==> config.mk <==
export PLATFORM = sky130hd
export DESIGN_NAME = cfa_raster_ctrl
export DESIGN_NICKNAME = d
export VERILOG_FILES = /design/src/rtl/cfa_raster_ctrl.sv
export SDC_FILE = /design/constraint.sdc
export NUM_CORES = 1
export LEC_CHECK = 0
export ABC_AREA = 0
export CAP_MARGIN = 20
export CORE_UTILIZATION = 35
export CTS_CLUSTER_DIAMETER = 50
export CTS_CLUSTER_SIZE = 12
export DETAILED_ROUTE_END_ITERATION = 8
export HOLD_SLACK_MARGIN = 0.06
export MAX_ROUTING_LAYER = met4
export PLACE_DENSITY = 0.66
export SYNTH_ARGS = -nofsm -noshare
export SYNTH_HDL_FRONTEND = slang
export SYNTH_SLANG_ARGS = --single-unit
export TNS_END_PERCENT = 30
==> constraint.sdc <==
create_clock -name clk -period 3.45 [get_ports clk]
set_input_delay 0.8625 -clock clk [delete_from_list [all_inputs] [get_ports clk]]
set_output_delay 0.8625 -clock clk [all_outputs]
set_load 0.01 [all_outputs]
==> src/rtl/cfa_raster_ctrl.sv <==
// Raster sequencer feeding bayer_color: registers the raw pixel stream one stage
// and emits start/rowUpdate/colUpdate so the Bayer phase tracks the pixel on m_data.
module cfa_raster_ctrl #(
  parameter int unsigned DATA_W = 12,
  parameter int unsigned COL_W  = 12,
  parameter int unsigned ROW_W  = 12
) (
  input  logic              clk,
  input  logic              rst,
  input  logic              frame_start,
  input  logic [COL_W-1:0]  frame_width,
  input  logic [ROW_W-1:0]  frame_height,
  input  logic              s_valid,
  output logic              s_ready,
  input  logic [DATA_W-1:0] s_data,
  input  logic              s_eol,
  output logic              m_valid,
  input  logic              m_ready,
  output logic [DATA_W-1:0] m_data,
  output logic [COL_W-1:0]  m_col,
  output logic [ROW_W-1:0]  m_row,
  output logic              start,
  output logic              rowUpdate,
  output logic              colUpdate,
  output logic              busy,
  output logic              frame_done,
  output logic              cfg_err,
  output logic              eol_err
);

  localparam logic ST_IDLE   = 1'b0;
  localparam logic ST_ACTIVE = 1'b1;

  logic              r_state;
  logic [COL_W-1:0]  r_width;
  logic [ROW_W-1:0]  r_height;
  logic [COL_W-1:0]  r_in_col;
  logic [ROW_W-1:0]  r_in_row;
  logic              r_in_done;
  logic [DATA_W-1:0] r_m_data;
  logic [COL_W-1:0]  r_m_col;
  logic [ROW_W-1:0]  r_m_row;
  logic              r_m_valid;
  logic              r_start;
  logic              r_cfg_err;
  logic              r_eol_err;

  logic w_size_ok;
  logic w_fs_accept;
  logic w_fs_reject;
  logic w_s_hs;
  logic w_m_hs;
  logic w_in_last_col;
  logic w_in_last_row;
  logic w_out_last_col;
  logic w_out_last_row;

  assign w_size_ok   = (frame_width >= COL_W'(2)) && (frame_height >= ROW_W'(2));
  assign w_fs_accept = (r_state == ST_IDLE) && frame_start && w_size_ok;
  assign w_fs_reject = (r_state == ST_IDLE) && frame_start && !w_size_ok;

  // Input stops after the last pixel of the frame until it drains downstream.
  assign s_ready = (r_state == ST_ACTIVE) && !r_in_done && (!r_m_valid || m_ready);
  assign w_s_hs  = s_valid && s_ready;
  assign w_m_hs  = r_m_valid && m_ready;

  assign w_in_last_col  = (r_in_col == r_width - COL_W'(1));
  assign w_in_last_row  = (r_in_row == r_height - ROW_W'(1));
  assign w_out_last_col = (r_m_col == r_width - COL_W'(1));
  assign w_out_last_row = (r_m_row == r_height - ROW_W'(1));

  // Pulses fire on the output handshake so bayer_color advances on the same
  // edge that loads the next pixel into m_data.
  assign colUpdate  = w_m_hs && !w_out_last_col;
  assign rowUpdate  = w_m_hs && w_out_last_col && !w_out_last_row;
  assign frame_done = w_m_hs && w_out_last_col && w_out_last_row;

  assign m_valid = r_m_valid;
  assign m_data  = r_m_data;
  assign m_col   = r_m_col;
  assign m_row   = r_m_row;
  assign start   = r_start;
  assign cfg_err = r_cfg_err;
  assign eol_err = r_eol_err;
  assign busy    = (r_state == ST_ACTIVE);

  always_ff @(posedge clk) begin
    if (!rst) begin
      r_state   <= ST_IDLE;
      r_width   <= '0;
      r_height  <= '0;
      r_in_col  <= '0;
      r_in_row  <= '0;
      r_in_done <= 1'b0;
      r_m_data  <= '0;
      r_m_col   <= '0;
      r_m_row   <= '0;
      r_m_valid <= 1'b0;
      r_start   <= 1'b0;
      r_cfg_err <= 1'b0;
      r_eol_err <= 1'b0;
    end else begin
      r_start   <= w_fs_accept;
      r_cfg_err <= w_fs_reject;
      case (r_state)
        ST_IDLE: begin
          if (w_fs_accept) begin
            r_width   <= frame_width;
            r_height  <= frame_height;
            r_in_col  <= '0;
            r_in_row  <= '0;
            r_in_done <= 1'b0;
            r_m_col   <= '0;
            r_m_row   <= '0;
            r_m_valid <= 1'b0;
            r_eol_err <= 1'b0;
            r_state   <= ST_ACTIVE;
          end
        end
        default: begin
          if (w_s_hs) begin
            r_m_data  <= s_data;
            r_m_col   <= r_in_col;
            r_m_row   <= r_in_row;
            r_m_valid <= 1'b1;
            if (s_eol != w_in_last_col)
              r_eol_err <= 1'b1;
            if (w_in_last_col) begin
              r_in_col <= '0;
              if (w_in_last_row)
                r_in_done <= 1'b1;
              else
                r_in_row <= r_in_row + ROW_W'(1);
            end else begin
              r_in_col <= r_in_col + COL_W'(1);
            end
          end else if (w_m_hs) begin
            r_m_valid <= 1'b0;
          end
          if (frame_done) begin
            r_m_valid <= 1'b0;
            r_state   <= ST_IDLE;
          end
        end
      endcase
    end
  end

endmodule

==> metrics.md, run 1 <==
| Metric | Value |
|---|---|
| Gpl congestion | `0.886` |
| Final ANT Viol Nets | `0` |
| Critical path fanouts, max | `4` |
| Die footprint | `14,700 um2` |
| Pwr Density | `409 nW/um2` |
| Maximum VDD drop | `261 uV` |
| Cell Area, Placed | `6320 um2` |
| Maximum number of pins on one net before global-route repair | `39` |
| Worst rel slew slack | `54.4%` |
| Detailed Place HPWL | `10,600 um` |
| Buf+Inv Stages, Crit Path | `3` |
| Top cell type's share of synthesized area | `36.2%` |
| GRT Util Overall | `20.8%` |
| Placed cell count | `877` |
| Clk sinks | `90` |
| CTS tree | `built` |
| Root Driver | `clkbuf_16` |
| Post-synth design cell area | `4980 um2` |
| Share of flip-flops with an asynchronous set or reset | `0%` |
| Crit-path cells | `buf_4 -> nor4_4 -> buf_4 -> and3_4 -> a211o_1 -> nand3_2 -> a2111o_1 -> nor4_4 -> buf_2` |
| Final #Nets | `760` |
| Routed wire length per instance | `15.9 um` |
| Detailed Route Iter0 Violations | `257` |
| Clock buffer depth | `2` |
| Total grt overflow | `0` |
| Layout Area Growth over Synthesis | `36.7%` |
| Number of fill cells | `1,316` |
| H-Tree Depth | `3` |
| Worst setup margin | `-0.0762 ns` |
| Final setup viols | `3` |
| Setup CP Type | `reg -> out` |
| Die width | `121 um` |
| Routed wire length | `14,300 um` |
| Post-synth EDFFs | `0` |
| Failing checks | `negative setup slack` |
| Pleak | `0.00258 uW` |
| Post-route clock period utilization | `102%` |
| Leading area contributor after synthesis | `dfxtp_1` |
| TritonCTS buffer count | `9` |
| Fin Hold WS | `0.452 ns` |
| Initial antenna violation count | `0` |
| Final Hold Fails | `0` |
| Cells taking the most area after synthesis | `dfxtp_1, nand2_1, a21oi_1` |
| Pre-antenna DRT Iters | `4` |
| Synth Instances | `594` |
| DR vias/cell | `5.25` |
| FF-to-FF setup slack | `0.22 ns` |
| Share of cells above drive strength 1 | `17.3%` |
| Vias in the first global route | `4,617` |
| Arrival time worst endpoint | `2.66 ns` |
| Finished Layout Cells | `897` |
| Clock transition at path regs | `0.06 ns` |
| Mapped Avg Cell Area | `8.38 um2` |
| Status | `finished, violations left` |
| Multi-input gate area | `3100 um2` |
| Crit start category | `flop` |
| Global-route wire length before repair | `23,200 um` |
| Crit-path slowest cell | `a2111o_1` |
| MaxCap Viol Count | `0` |
| Storage element area | `1810 um2` |
| Commonest register cell after synthesis | `dfxtp_1` |
| Synth cell types | `63` |
| Critical path required time | `2.59 ns` |
| Row cnt | `43` |
| RSZ-0062 raised after global routing | `true` |
| Post-synthesis register bit count | `90` |
| Max stage delay on crit path | `0.54 ns` |
| Warnings from Yosys | `0` |
| Worst hold path type | `reg -> reg` |
| Starting Density | `35.9%` |
| Final min period | `3.53 ns` |
| Crit. End Element | `primary output` |
| Core area | `13,900 um2` |
| Ant. Diodes | `0` |
| Post-Route Skew | `0.0101 ns` |
| CTS Hold Bufs | `0` |
| DRC | `0` |
| Total number of vias | `4,706` |
| Top-level I/O count | `87` |
| Port bufs | `86` |
| Fmax | `284 MHz` |
| CP top delay family | `simple AND/OR/NAND/NOR gates` |
| Finished Cell Area | `6810 um2` |
| Total power | `2780 uW` |
| Sequential-to-total area share from yosys stat | `36.2%` |
| Slew Viols, Final | `0` |
| Post-Syn Nets | `640` |
| Slew @ Worst Pin | `0.667 ns` |
| Die Height | `121 um` |
| Worst-Skew Late Latency | `0.35 ns` |
cell type report:
type / count / area share (%)
timing repair buffer: 150 / 19.6
clock inverter: 3 / 0.588
clock buffer: 11 / 3.71
sequential: 90 / 26.6
multi-input combinational: 451 / 45.5
tap: 180 / 3.31
inverter: 12 / 0.662
placed cells by master, fill, tap and decap left out, types with 3 or more instances in the layout:
cell type        synthesis  routed
a21oi_1                 59      58
o31ai_1                  9       9
buf_4                    2      63
nand4_1                  9       9
and3_1                   7       6
clkdlybuf4s50_1          0      83
nand4b_1                 3       3
nand3_1                 46      45
or3_4                    1       4
nor4_4                   1       4
mux2i_1                 18      18
o21ai_0                  5       3
o31a_1                   3       3
o21a_1                   4       4
inv_1                   11       6
xnor2_1                 32      31
and2_1                   4       4
inv_2                    0       5
nor2b_1                  5       4
dfxtp_2                  0       5
xor2_1                  25      25
xnor3_1                 10      10
nor4_1                  11       9
nor3_4                   0       3
nand2_1                 82      82
nand2b_1                 3       3
or4_1                    6       6
nor2_1                  48      47
nor3_1                  16      11
dfxtp_1                 90      85
clkbuf_16                0       9
through the flow:
stage	TNS, ns	util [%]	worst slack, ns
global placement	-0.511	45.5	-0.239
detailed placement	-0.767	45.5	-0.312
global route	-0.443	49.0	-0.191
floorplan	0	-	0.0851
finish	-0.147	49.0	-0.0762
CTS	-0.121	48.4	-0.0531
worst min-delay path, cell delays in order (launching register included):
cell and delay, ns:
dfxtp_1 0.31, inv_1 0.05, a21oi_1 0.05
sequential cells by signal (all words and copies together) (netlist names):
name,flops
m_valid,1
m_row,12
r_in_done,1
r_in_col,12
m_col,12
busy,1
m_data,12
cfg_err,1
r_in_row,12
r_height,12
start,1
eol_err,1
r_width,12
cells by family after synthesis:
family	synth area share, %
adders and majority gates	1.01
xor gates and xnor gates	15.0
and+or+nand+nor	26.7
buffers and inverters	4.70
DFF	36.2
muxes	4.07
AOI/OAI and AO/OA	12.2
routing by layer:
metal | vias to the layer above | GRT usage [%] | wire length [um]
li1 | 2317 | - | -
met1 | 2263 | 27.0 | 6880
met2 | 114 | 33.3 | 6660
met3 | 12 | 3.29 | 584
met4 | 0 | 6.71 | 168
met5 | - | - | 0
power breakdown:
group | internal (uW) | switching, uW | total, uW
clock network | 590 | 392 | 982
registers | 1070 | 33.3 | 1110
logic | 361 | 337 | 697
total | 2020 | 762 | 2780
Yosys cell counts, drive strengths merged, types with 2 or more instances:
cell,number
and4b,3
nor3,16
buf,11
clkbuf,30
o21ai,5
and2,4
mux2,2
o31ai,10
ha,4
o211ai,2
a21oi,59
o31a,3
nand2b,3
or3b,2
nor2b,5
xnor2,32
nand3,46
dfxtp,90
and4,2
nand2,82
nand4,9
nor3b,2
nor2,49
nand4b,3
or4,7
and3,7
xnor3,10
a21o,2
or3,5
inv,11
mux2i,18
o21a,4
xor2,25
nor4,13
worst paths after layout:
kind / end / from / cells after the start
max reg2reg: r_in_row[11] / r_height[1] / 10
max: frame_done / r_width[3] / 9
min: eol_err / eol_err / 2
min reg2reg: eol_err / eol_err / 2
timing repair:
item                                    CTS  global route
hold endpoints to repair                  0             0
pin swaps                                13             8
setup buffers                             4             2
resized for setup                        36            15
endpoints found under the setup margin    3             3
Power figures use the tool's default switching activity.
==> run 2, diff against run 1 <==
Settings changed: GPL_TIMING_DRIVEN set to 0.
==> run 2 against run 1 <==
The flow still finishes with violations (negative setup slack). Register-to-register slack worse by 0.06 ns. Sequential cell count did not move. Setup slack improved by 0.0060 ns. Total power decreased by 3.9%. Hold slack improved by 0.00083 ns. Fmax is 0.17% higher. Utilization down 1.1 points. Combinational power is 6.2% lower. Largest cell class unchanged. Critical path depth fell by 1. Clock skew down 0.0035 ns.
==> metrics.md, run 2 (synthesis results as in run 1) <==
| Metric | Value |
|---|---|
| Status | `finished, violations left` |
| Failing checks | `negative setup slack` |
| H-Tree Depth | `3` |
| Fmax | `284 MHz` |
| Pwr Density | `402 nW/um2` |
| CTS tree | `built` |
| Total power | `2680 uW` |
| Worst-Skew Late Latency | `0.35 ns` |
| Critical path fanouts, max | `4` |
| Logic pwr share | `24.4%` |
| Total number of vias | `4,792` |
| Clk sinks | `90` |
| Switching power | `775 uW` |
| Post-Route Skew | `0.00656 ns` |
| Critical path required time | `2.59 ns` |
| Final #Nets | `756` |
| Arrival time worst endpoint | `2.66 ns` |
| Root Driver | `clkbuf_16` |
| MaxCap Viol Count | `0` |
| Detailed Place HPWL | `11,000 um` |
| Die Height | `121 um` |
| CP top delay family | `simple AND/OR/NAND/NOR gates` |
| Vias in the first global route | `4,615` |
| Final Hold Fails | `0` |
| Slew @ Worst Pin | `0.835 ns` |
| Starting Density | `35.9%` |
| Final min period | `3.52 ns` |
| Ant. Diodes | `0` |
| Routed wire length | `14,900 um` |
| Int Power | `1900 uW` |
| Top-level I/O count | `87` |
| Crit. End Element | `primary output` |
| Worst setup margin | `-0.0702 ns` |
| Crit-path slowest cell | `or4b_4` |
| Port bufs | `86` |
| Flop pwr share | `41.8%` |
| Crit start category | `flop` |
| Die width | `121 um` |
| Core area | `13,900 um2` |
| Detailed Route Iter0 Violations | `285` |
| FF-to-FF setup slack | `0.16 ns` |
| Cell Area, Placed | `6070 um2` |
| Share of cells above drive strength 1 | `13.3%` |
| Row cnt | `43` |
| Layout Area Growth over Synthesis | `33.7%` |
| Finished Cell Area | `6650 um2` |
| DR vias/cell | `5.37` |
| Initial antenna violation count | `0` |
| Pleak | `0.00244 uW` |
| GRT Util Overall | `21.8%` |
| Clock transition at path regs | `0.06 ns` |
| Pre-antenna DRT Iters | `4` |
| Crit-path cells | `inv_4 -> ha_4 -> or4b_4 -> or3_4 -> nor4_1 -> a21oi_2 -> nor4_4 -> buf_2` |
| Maximum number of pins on one net before global-route repair | `13` |
| Clock network power share | `33.8%` |
| RSZ-0062 raised after global routing | `true` |
| Maximum VDD drop | `185 uV` |
| Clock buffer depth | `2` |
| Worst rel slew slack | `44.4%` |
| Max stage delay on crit path | `0.50 ns` |
| Post-route clock period utilization | `102%` |
| Buf+Inv Stages, Crit Path | `2` |
| Total grt overflow | `0` |
| Sw Share | `29.0%` |
| Setup CP Type | `reg -> out` |
| Final ANT Viol Nets | `0` |
| TritonCTS buffer count | `9` |
| Die footprint | `14,700 um2` |
| Global-route wire length before repair | `23,700 um` |
| Slew Viols, Final | `0` |
| DRC | `0` |
| Most frequent cells in the layout | `dfxtp_1, clkdlybuf4s50_1, nand2_1, a21oi_1, nor2_1` |
| Routed wire length per instance | `16.7 um` |
| Worst hold path type | `reg -> reg` |
| Gpl congestion | `0.892` |
| Final setup viols | `2` |
==> run 2: cell types whose count changed in the layout (fill, tap and decap cells not counted), sizes merged <==
cell / previous run / this run
buf: 67 / 37
clkbuf: 11 / 40
clkinv: 3 / 0
bufinv: 1 / 0
clkinvlp: 0 / 1
==> run 2: layout make-up <==
type                            instances  area [um2]
Sequential cell                        90        1820
Buffer                                 33         153
Clock buffer                           14         254
Inverter                               12        51.3
Fill cell                            1315        7230
Tap cell                              180         225
Multi-Input combinational cell        451        3100
Timing Repair Buffer                  113        1050
==> run 2: path summary, 6_finish.rpt <==
kind / start / end / cells past startpoint
max reg2reg: r_height[1] / r_in_row[4] / 17
max: r_height[1] / frame_done / 8
min: m_data[1] / m_data[1] / 2
min reg2reg: m_data[1] / m_data[1] / 2
==> run 2: through the flow <==
step | worst slack [ns] | hold WS, ns | util [%] | std cells | TNS (ns)
2_1_floorplan | 0.0851 | 0.444 | - | 594 | 0
3_3_place_gp | -0.809 | 0.442 | 43.7 | 860 | -11.01
3_5_place_dp | -0.877 | 0.447 | 43.7 | 860 | -11.98
4_1_cts | -0.120 | 0.455 | 47.3 | 890 | -0.203
5_1_grt | -0.211 | 0.478 | 47.9 | 893 | -0.472
6_report | -0.0702 | 0.452 | 47.9 | 893 | -0.0762
==> run 2: what timing repair did <==
item,in CTS,in global routing
endpoints found under the setup margin,3,53
hold buffers,0,0
setup buffers,21,7
gates resized for setup,47,18
endpoints found under the hold margin,0,0
cloned,0,1
pin swaps,17,5
==> run 2: power by group through the flow <==
stage | logic (uW) | registers, uW | clock network (uW)
final | 654 | 1120 | 904
after global routing | 711 | 1120 | 955
after CTS | 643 | 1110 | 909
after detailed placement | 565 | 1130 | 0
after global placement | 554 | 1120 | 0
after floorplan | 388 | 1120 | 0
==> run 2: worst register-to-register path, delay by kind of cell, from the launching register on <==
| family | cells | cell delay [ns] |
|---|---|---|
| XOR/XNOR | 1 | 0.21 |
| buffers and inverters | 9 | 0.90 |
| AND/OR/NAND/NOR | 5 | 1.47 |
| AO/OA/AOI/OAI | 1 | 0.17 |
| adder cells (fa/ha/maj) | 1 | 0.13 |
| flip-flops | 1 | 0.36 |
==> run 2: routing by layer <==
layer / wire (um) / track usage, %
met1: 7120 / 27.9
met2: 6890 / 34.0
met3: 718 / 4.75
met4: 217 / 7.10
met5: 0 / -
==> edit 1 (flow settings as in run 1) <==
Register the output `cfg_err` once more; this adds one clock of latency there. The other outputs are not delayed to match.
--- a/src/rtl/cfa_raster_ctrl.sv
+++ b/src/rtl/cfa_raster_ctrl.sv
@@ -82,3 +82,5 @@
   assign start   = r_start;
-  assign cfg_err = r_cfg_err;
+  always_ff @(posedge clk) begin
+    cfg_err <= r_cfg_err;
+  end
   assign eol_err = r_eol_err;
Formal check against the unedited RTL: not equivalent (Yosys sat finds a counterexample within 4 cycles, from zero or initial values and one cycle with rst low).
==> edit 1 against run 1 <==
  * The run still ends with negative setup slack left
  * Critical path depth up 2
  * Sequential cell count grew 1
  * First-iteration DRC count shrank 21%
  * Power up 1.0%
  * Design area rose by 0.15%
  * Core utilization grew 0.072 points
  * Sequential share of layout area rose by 0.20 points
  * Wire length increased by 0.40%
  * Register-to-register slack improved by 0.05 ns
  * Synthesized area increased by 0.40%
  * Setup slack worse by 0.033 ns
==> edit 1: results (changes against run 1) <==
R2R setup slack 0.27 ns (was 0.22 ns); drt total wl 14400 um (was 14300 um); layout cells sized above 1 15.9% (was 17.3%); placed cell count 883 (was 877); final-stage net count 765 (was 760); met2 wire length 6670 um (was 6660 um); family with the most delay on the worst path simple AND/OR/NAND/NOR gates (unchanged); Hold Startpoint r_cfg_err$_SDFF_PN0_ (was eol_err$_SDFFE_PN0P_); Placed Area 6370 um^2 (was 6320 um^2); failing checks negative setup slack (unchanged); Met3 Routed Length 1070 um (was 584 um); Reg power frac 39.6% (was 39.7%); Starting DRT DRC Count 203 (was 257); chip width 121 um (about the same); M2 GR Usage 32.7% (was 33.3%); r2r endpoint r_in_row[6]$_SDFFE_PN0P_ (was r_in_row[11]$_SDFFE_PN0P_); Syn Nets 641 (was 640); Buffers, non-clock 154 (was 150); CP peak stage delay 0.43 ns (was 0.54 ns); setup violators final 3 (unchanged); Critical Path Slowest Stage Cell or3b_4 (was a2111o_1); total track usage 21.1% (was 20.8%); router iterations before antenna repair 5 (was 4); drt via density 5.23 (was 5.25); first-pass GRT wire length 23300 um (was 23200 um); Mapped Cells 595 (was 594); Reg area 1820 um^2 (was 1810 um^2); Leakage 2.59 nW (was 2.58 nW); met3 GRT Util 3.81% (was 3.29%); Tightest Pin Transition 0.602 ns (was 0.667 ns); multi-input combinational area share 44.6% (was 45.5%); clk cell area share 4.46% (was 4.30%); Top Layer Used met4 (unchanged); WHS Path Cells 0 (was 2); Final WS setup -0.109 ns (was -0.0762 ns); Fill cells 1297 (was 1316); Hold Path Sink cfg_err$_DFF_P_ (was eol_err$_SDFFE_PN0P_); R2R cell count 11 (was 10); Post-DP HPWL 10700 um (was 10600 um); Max Clock Skew 0.00774 ns (was 0.0101 ns); Non-clock buffer share 20.2% (was 19.6%); synth top area cells dfxtp_1 36%, nand2_1 6.2%, a21oi_1 5.9% (unchanged); register area share after synthesis 36.5% (was 36.2%); status finished, violations left (unchanged); met1 usage 27.0% (about the same); Reg2Reg Launch Point r_width[1]$_SDFFE_PN0P_ (was r_height[1]$_SDFFE_PN0P_); final hold slack 0.343 ns (was 0.452 ns); VDD IR-drop max 0.219 mV (was 0.261 mV); synth cell count leaders 91 x dfxtp_1, 82 x nand2_1, 59 x a21oi_1, 48 x nor2_1, 46 x nand3_1 (was 90 x dfxtp_1, 82 x nand2_1, 59 x a21oi_1, 48 x nor2_1, 46 x nand3_1); Metal-1 WL 6360 um (was 6880 um); DR vias 4729 (was 4706)
==> edit 1: power groups by stage <==
stage | Clock (W) | Combinational (W) | Sequential, W
global route | 0.00107 | 0.000745 | 0.00112
CTS | 0.00103 | 0.000680 | 0.00111
detailed placement | 0 | 0.000649 | 0.00114
finish | 0.00101 | 0.000689 | 0.00112
floorplan | 0 | 0.000388 | 0.00113
global placement | 0 | 0.000636 | 0.00113
==> edit 1: cell families after synthesis <==
logic type      share of synthesized area (%)
compound gates                           12.2
xor+xnor                                 15.0
fa+ha+maj                                1.00
buf+inv                                  4.68
flops                                    36.5
mux                                      4.06
simple gates                             26.6
==> edit 1: what timing repair did <==
item                                    4_1_cts  5_1_grt
hold endpoints to repair                      0        0
buffers inserted                              5        0
pin swaps                                    11        1
hold buffers                                  0        0
cloned                                        0        0
resized for setup                            33        3
endpoints found under the setup margin        3        3
==> edit 2 (settings of run 1) <==
Without the edit above. Set the parameter `ROW_W` to 6 (it was 12).
--- a/src/rtl/cfa_raster_ctrl.sv
+++ b/src/rtl/cfa_raster_ctrl.sv
@@ -5,3 +5,3 @@
   parameter int unsigned COL_W  = 12,
-  parameter int unsigned ROW_W  = 12
+  parameter int unsigned ROW_W  = 6
 ) (
Interface: changed (resized frame_height and m_row); port bits go from 87 to 75. The function was not compared with the original's and may differ.
==> edit 2 against run 1 <==
  * Final cell count fell by 19%
  * Sequential share of layout area fell by 0.50 points
  * Design area shrank 19%
  * Wire length decreased by 22%
  * The flow still finishes with violations (negative setup slack)
  * Setup slack worse by 0.18 ns
  * Core utilization grew 1.2 points
  * Power shrank 15%
  * Combinational power fell by 25%
  * Synthesized area is 19% lower
  * Worst hold slack improved by 0.0077 ns
  * Sequential cell count shrank 18
==> edit 2: results (changes against run 1) <==
R2R cell count 11 (was 10); Starting DRT DRC Count 133 (was 257); Synth Area in Adders 1.24% (was 1.01%); Max-slew headroom 33.6% (was 54.4%); Hold Startpoint m_data[11]$_SDFFE_PN0P_ (was eol_err$_SDFFE_PN0P_); Final WS setup -0.260 ns (was -0.0762 ns); met1 usage 25.3% (was 27.0%); Placed Area 5160 um^2 (was 6320 um^2); placed cell count 706 (was 877); first-pass GRT wire length 18400 um (was 23200 um); met3 GRT Util 2.55% (was 3.29%); synth top area cells dfxtp_1 36%, nand2_1 6.3%, xor2_1 4.6% (was dfxtp_1 36%, nand2_1 6.2%, a21oi_1 5.9%); Reg2Reg Launch Point r_width[0]$_SDFFE_PN0P_ (was r_height[1]$_SDFFE_PN0P_); area of the multi-input gates 2480 um^2 (was 3100 um^2); failing checks negative setup slack (unchanged); drt total wl 11100 um (was 14300 um); final hold slack 0.459 ns (was 0.452 ns); met2 wire length 5400 um (was 6660 um); library cells used by synthesis 56 (was 63); number of global-route vias before repair 3788 (was 4617); I/O Buffers 74 (was 86); M2 GR Usage 34.1% (was 33.3%); Sink Count 72 (was 90); net switching power 0.000662 W (was 0.000762 W); final-stage net count 621 (was 760); Seq group 0.000878 W (was 0.00111 W); synth cell count leaders 72 x dfxtp_1, 68 x nand2_1, 29 x a21oi_1, 25 x nor2b_1 (was 90 x dfxtp_1, 82 x nand2_1, 59 x a21oi_1, 48 x nor2_1, 46 x nand3_1); CP Max Fanout 2 (was 4); total track usage 20.6% (was 20.8%); Post-DP HPWL 8370 um (was 10600 um); Leakage 2.04 nW (was 2.58 nW); drt via density 5.26 (was 5.25); compound-gate portion of the synthesized area 15.5% (was 12.2%); mux share of post-synthesis cell area 3.29% (was 4.07%); Comb. pwr 0.000526 W (was 0.000697 W); Met3 Routed Length 377 um (was 584 um); drt wl/cell 15.3 um (was 15.9 um); Max Clock Skew 0.00918 ns (was 0.0101 ns); pre-CTS WS -0.271 ns (was -0.312 ns); setup violators final 3 (unchanged); Syn Nets 515 (was 640); setup_tns -0.666 ns (was -0.147 ns); routability cong. 0.881 (was 0.886); layout cells sized above 1 14.5% (was 17.3%); Data arrival, critical path 2.85 ns (was 2.66 ns); Critical Path Slowest Stage Cell or4b_4 (was a2111o_1); pwr dens 425 nW/um^2 (was 409 nW/um^2); r2r endpoint eol_err$_SDFFE_PN0P_ (was r_in_row[11]$_SDFFE_PN0P_); status finished, violations left (unchanged); Metal-1 WL 5040 um (was 6880 um)
## edit 2: changes by cell type in the layout (fill, tap and decap cells not counted), moves of 6 or more
cell             before  now
nand2_1              82   68
nand3_1              45   18
nor2b_1               4   25
clkdlybuf4s50_1      83   71
nor2_1               47   22
buf_4                63   48
a21boi_0              0   23
xnor2_1              31   18
mux2i_1              18   11
nor4_1                9    3
a21oi_1              58   29
dfxtp_1              85   71
## edit 2: repair_timing
item	CTS	global route
pin swaps	3	3
setup endpoints to repair	3	3
gates resized for setup	15	6
buffers inserted	3	1
## edit 2: layout make-up
| class | count | share of cell area, % |
|---|---|---|
| clock buffers | 9 | 4.07 |
| clock inverters | 7 | 1.40 |
| inverters | 11 | 0.746 |
| multi-input cells | 365 | 44.9 |
| flip-flops and latches | 72 | 26.1 |
| well taps | 140 | 3.16 |
| repair buffers | 122 | 19.7 |
